<file path="config.mk">
export PLATFORM = sky130hd
export DESIGN_NAME = mul_io_seq
export DESIGN_NICKNAME = d
export VERILOG_FILES = /design/src/rtl/mul_io_pkg.sv /design/src/rtl/mul_io_seq_strobe_sync.sv /design/src/rtl/mul_io_seq.sv
export SDC_FILE = /design/constraint.sdc
export NUM_CORES = 1
export LEC_CHECK = 0
export CAP_MARGIN = 20
export CORE_MARGIN = 5
export CORE_UTILIZATION = 49
export DETAILED_ROUTE_END_ITERATION = 16
export GPL_TIMING_DRIVEN = 0
export PLACE_DENSITY = 0.85
export SLEW_MARGIN = 20
export SYNTH_ARGS = -nofsm -noshare
export SYNTH_HDL_FRONTEND = slang
export SYNTH_SLANG_ARGS = --single-unit
</file>
<file path="constraint.sdc">
create_clock -name clk -period 3.2 [get_ports clk]
set_input_delay 0.64 -clock clk [delete_from_list [all_inputs] [get_ports clk]]
set_output_delay 0.64 -clock clk [all_outputs]
set_load 0.03 [all_outputs]
</file>
<file path="src/rtl/mul_io_pkg.sv">
// rtl/mul_io_pkg.sv - shared types and constants for the 8x8 multiplier host sequencer
package mul_io_pkg;

  localparam int DEFAULT_WIDTH       = 8;
  localparam int DEFAULT_SYNC_STAGES = 2;

  localparam logic HI_SEL_LO = 1'b0;
  localparam logic HI_SEL_HI = 1'b1;

  typedef enum logic [2:0] {
    S_A     = 3'd0,
    S_B     = 3'd1,
    S_ISSUE = 3'd2,
    S_WAIT  = 3'd3,
    S_LO    = 3'd4,
    S_HI    = 3'd5
  } state_e;

endpackage

</file>
<file path="src/rtl/mul_io_seq_strobe_sync.sv">
// rtl/mul_io_seq_strobe_sync.sv - async host strobe synchroniser with rising-edge pulse
// The pulse is high for one cycle, SYNC_STAGES-1 edges after the pin rise is first sampled.
module strobe_sync
  import mul_io_pkg::*;
#(
  parameter int SYNC_STAGES = DEFAULT_SYNC_STAGES
) (
  input  logic clk,
  input  logic rst_n,
  input  logic stb_i,
  output logic pulse_o
);

  logic [SYNC_STAGES-1:0] sync_q;
  logic                   hist_q;

  always_ff @(posedge clk or negedge rst_n) begin
    if (!rst_n) begin
      sync_q <= '0;
      hist_q <= 1'b0;
    end else begin
      sync_q <= {sync_q[SYNC_STAGES-2:0], stb_i};
      hist_q <= sync_q[SYNC_STAGES-1];
    end
  end

  assign pulse_o = sync_q[SYNC_STAGES-1] & ~hist_q;

endmodule

</file>
<file path="src/rtl/mul_io_seq.sv">
// rtl/mul_io_seq.sv - host operand capture, core handshake and byte-serial result readout
// Optional accumulator of products enabled by defining MUL_IO_SEQ_ACCUM_EN.
module mul_io_seq
  import mul_io_pkg::*;
#(
  parameter int WIDTH       = DEFAULT_WIDTH,
  parameter int SYNC_STAGES = DEFAULT_SYNC_STAGES
) (
  input  logic               clk,
  input  logic               rst_n,
  input  logic               ena,
  input  logic [WIDTH-1:0]   din,
  input  logic               wr_stb,
  input  logic               rd_stb,
  output logic [WIDTH-1:0]   mul_a,
  output logic [WIDTH-1:0]   mul_b,
  output logic               mul_valid,
  input  logic               mul_ready,
  input  logic [2*WIDTH-1:0] prod,
  input  logic               prod_valid,
  output logic [WIDTH-1:0]   dout,
  output logic               hi_sel,
  output logic               busy,
  output logic               rdy
);

  state_e               state_q, state_d;
  logic [WIDTH-1:0]     mul_a_q, mul_a_d;
  logic [WIDTH-1:0]     mul_b_q, mul_b_d;
  logic [WIDTH-1:0]     dout_q, dout_d;
  logic                 hi_sel_q, hi_sel_d;
  logic [2*WIDTH-1:0]   res_q, res_d;
  logic [2*WIDTH-1:0]   res_next;
  logic                 res_clr;
  logic                 wr_pulse, rd_pulse;
  logic                 wr_ev, rd_ev;

  strobe_sync #(.SYNC_STAGES(SYNC_STAGES)) u_wr_sync (
    .clk     (clk),
    .rst_n   (rst_n),
    .stb_i   (wr_stb),
    .pulse_o (wr_pulse)
  );

  strobe_sync #(.SYNC_STAGES(SYNC_STAGES)) u_rd_sync (
    .clk     (clk),
    .rst_n   (rst_n),
    .stb_i   (rd_stb),
    .pulse_o (rd_pulse)
  );

  // Deselected events are dropped, not deferred.
  assign wr_ev = wr_pulse & ena;
  assign rd_ev = rd_pulse & ena;

`ifdef MUL_IO_SEQ_ACCUM_EN
  assign res_next = res_q + prod;
  assign res_clr  = (din == '0);
`else
  assign res_next = prod;
  assign res_clr  = 1'b0;
`endif

  always_comb begin
    state_d  = state_q;
    mul_a_d  = mul_a_q;
    mul_b_d  = mul_b_q;
    dout_d   = dout_q;
    hi_sel_d = hi_sel_q;
    res_d    = res_q;
    unique case (state_q)
      S_A: begin
        if (wr_ev) begin
          mul_a_d = din;
          if (res_clr) res_d = '0;
          state_d = S_B;
        end
      end
      S_B: begin
        if (wr_ev) begin
          mul_b_d = din;
          state_d = S_ISSUE;
        end
      end
      S_ISSUE: begin
        if (mul_ready) state_d = S_WAIT;
      end
      S_WAIT: begin
        if (prod_valid) begin
          res_d    = res_next;
          dout_d   = res_next[WIDTH-1:0];
          hi_sel_d = HI_SEL_LO;
          state_d  = S_LO;
        end
      end
      S_LO: begin
        // A new write abandons the unread result and wins over a read.
        if (wr_ev) begin
          mul_a_d = din;
          state_d = S_B;
        end else if (rd_ev) begin
          dout_d   = res_q[2*WIDTH-1:WIDTH];
          hi_sel_d = HI_SEL_HI;
          state_d  = S_HI;
        end
      end
      S_HI: begin
        if (wr_ev) begin
          mul_a_d = din;
          state_d = S_B;
        end else if (rd_ev) begin
          state_d = S_A;
        end
      end
      default: state_d = S_A;
    endcase
  end

  always_ff @(posedge clk or negedge rst_n) begin
    if (!rst_n) begin
      state_q  <= S_A;
      mul_a_q  <= '0;
      mul_b_q  <= '0;
      dout_q   <= '0;
      hi_sel_q <= HI_SEL_LO;
      res_q    <= '0;
    end else begin
      state_q  <= state_d;
      mul_a_q  <= mul_a_d;
      mul_b_q  <= mul_b_d;
      dout_q   <= dout_d;
      hi_sel_q <= hi_sel_d;
      res_q    <= res_d;
    end
  end

  // Decoded straight from state so they fall with reset, no clock needed.
  assign mul_valid = (state_q == S_ISSUE);
  assign busy      = (state_q == S_ISSUE) || (state_q == S_WAIT);
  assign rdy       = (state_q == S_LO) || (state_q == S_HI);

  assign mul_a  = mul_a_q;
  assign mul_b  = mul_b_q;
  assign dout   = dout_q;
  assign hi_sel = hi_sel_q;

endmodule

</file>
==> impl_metrics.toml <==
[power_and_ir_drop]
swShare_pct = 34.9
p_total_mw = 2.57
seq_power_share_pct = 33.8
ir_drop_uv = 462
p_clk_share_pct = 19.8
p_int_mw = 1.67
switchingPower_uw = 898
combPwrFrac_pct = 46.4
p_leak_nw = 1.15
powerDensity_nw_per_um2 = 990

[logic_synthesis]
yosys_warnings = 0
synth_edf_count = 0
synth_top_cell_by_area = "dfrtp_1"
ys_top_cells_by_count = "dfrtp_1, mux2_2, mux2_4"
synth_fp_nets = 146
synth-main-ff-cell = "dfrtp_1"
netlist.area_leader.share_pct = 58.7
post-synth-top-count-cell = "dfrtp_1"
yosysUniqueCellTypes = 28
synthCells = 115
ys_seq_area_share_pct = 58.7
synth.area.top_cells = "dfrtp_1, mux2_2, mux2_4"
async_flop_share_pct = 100
ys_ff_latch = 42
avgSynthCellArea_sq_um = 15.6
netlist_area_sq_um = 1790

[worst_setup_path]
rrSetupSlack_ps = 1220
cpMaxStageDelayCell = "clkdlybuf4s50_1"
end_kind = "output pin"
crit_path_max_incr_delay_ps = 660
cp_max_fo = 10
path_delay_family = "buffers and inverters"
required_ps = 2560
cp.buffers_inverters = 2
critPathKind = "register to output pin"
cp-start-kind = "register"
cp.arrival_ps = 1960
path_cells = "buf_2 -> nor2b_1 -> and2_2 -> clkdlybuf4s50_1"

[route]
dr.pass1.iters = 4
via_per_inst = 5.07
drt_wl_total_mm = 3.77
postRouteAntennaNets = 0
drc = 0
wl_per_cell_um = 16.4
vias = 1167
initialDrtViolationCount = 124

[hold_path]
min_path_type = "primary input to async pin"

[floorplan]
fp.dieH_um = 70.4
dieArea_sq_um = 4960
initial_core_util_pct = 49.6
num_rows = 22
io_pins = 59
die_w_um = 70.4
core-area_sq_um = 3610

[sta]
finalMaxSlewViolations = 0
worst_pin_slew_ps = 745
holdWs_ps = 301
rsz0062_at_grt = "false"
relSlewSlack_pct = 50.1
finalHoldViolations = 0
skew_ps = 6.11
tns_ps = 0
post-route-min-period_ps = 2600
period_share_pct = 81.3
postLayoutSetupSlackWorst_ps = 600
max_freq_mhz = 385
setup_viol = 0

[flow_run]
cap_violations = 0

[global_routing]
grt_max_degree = 24
grt_usage_pct = 16.3
grt_pass1_vias = 1291
gr-total-overflow = 0
grt_pass1_wl_mm = 6.24
antenna_found_initial = 0

[cts]
cts-buffers-inserted = 5
clockBufferDepth = 2
tritoncts = "yes"
clock-root-buffer = "clkbuf_8"
clkTransAtPathRegs_ps = 80
cts.htree.levels = 2
cts_num_sinks = 42
worst_skew_pair.late_latency_ps = 290
ctsHoldBuffers = 0
cts-resized-gates = 0
cts_setup_buffers = 0

[cells_and_area]
fin_util_pct = 72.0
stdcell_count = 230
fillers = 257
nets = 212
area_delta_synth_final_pct = 45.0
fin_area_sq_um = 2590
drive_gt1_share_pct = 34.1
antennaDiodeCount = 0

[place]
port_buffers = 58
dp_cells = 222
place_area_sq_um = 2450
dp_hpwl_mm = 2.87
pre_cts_ws_ps = 686
place.gp.congestion = 0.731

[status]
outcome = "finished, final reports clean"
-- kinds of logic (layout without fill, tap and decap cells) --
group                  Yosys count  in the layout  synth area share [%]
buffers and inverters            8             75                  2.73
AND/OR/NAND/NOR                 17             17                  7.20
flip-flops                      42             42                  58.7
multiplexers                    40             40                  26.9
AO/OA/AOI/OAI                    8              8                  4.48
-- cells in the final DEF, fill, tap and decap left out, types with 2 or more instances in the layout --
cell type	n
buf_6	2
nand2_1	4
nor2b_1	3
dfrtp_1	42
clkdlybuf4s50_1	57
mux2_2	32
mux2_4	8
buf_2	3
bufinv_16	2
nand3b_1	2
clkbuf_8	6
-- state kept, by name, summed over array words and instances, names as in the netlist --
signal            flops
mul_b                 8
u_wr_sync.hist_q      1
hi_sel                1
u_wr_sync.sync_q      2
u_rd_sync.hist_q      1
mul_a                 8
state_q               3
u_rd_sync.sync_q      2
dout                  8
res_q                 8
-- power groups by stage --
stage                     sequential [mW]  clock, mW  combinational (mW)
after floorplan                      1.17          0               0.413
after global placement              0.863          0                1.17
after detailed placement            0.882          0                1.20
after CTS                           0.872      0.518                1.21
after global routing                0.896      0.541                1.25
final                               0.869      0.509                1.19
-- layer usage --
layer / GRT usage, % / part of all wire (%)
met5: 0 / 0
met4: 6.38 / 1.5
met3: 3.17 / 2.8
met2: 28.9 / 56
met1: 19.1 / 39
-- area by class of cell --
cell class              count  area (sq um)  share of cell area (%)
clock inverters             2          60.1                    2.31
repair buffers             59           603                    23.2
multi-input cells          65           689                    26.6
well taps                  48          60.1                    2.31
plain buffers               6          41.3                    1.59
flip-flops and latches     42          1050                    40.5
inverters                   2          7.51                   0.289
clock buffers               6          82.6                    3.18
-- worst paths after layout --
check	startpoint	to	cells past startpoint
max	state_q[1]$_DFFE_PN0P_	mul_valid	4
min	rst_n	res_q[10]$_DFFE_PN0P_	1
max reg2reg	state_q[2]$_DFFE_PN0P_	dout[6]$_DFFE_PN0P_	4
min reg2reg	u_rd_sync.sync_q[0]$_DFF_PN0_	u_rd_sync.sync_q[1]$_DFF_PN0_	0
max in group asynchronous	rst_n	mul_a[7]$_DFFE_PN0P_	2
min in group clk	u_rd_sync.sync_q[0]$_DFF_PN0_	u_rd_sync.sync_q[1]$_DFF_PN0_	0
Note: power is estimated with default switching activity, not from simulation.
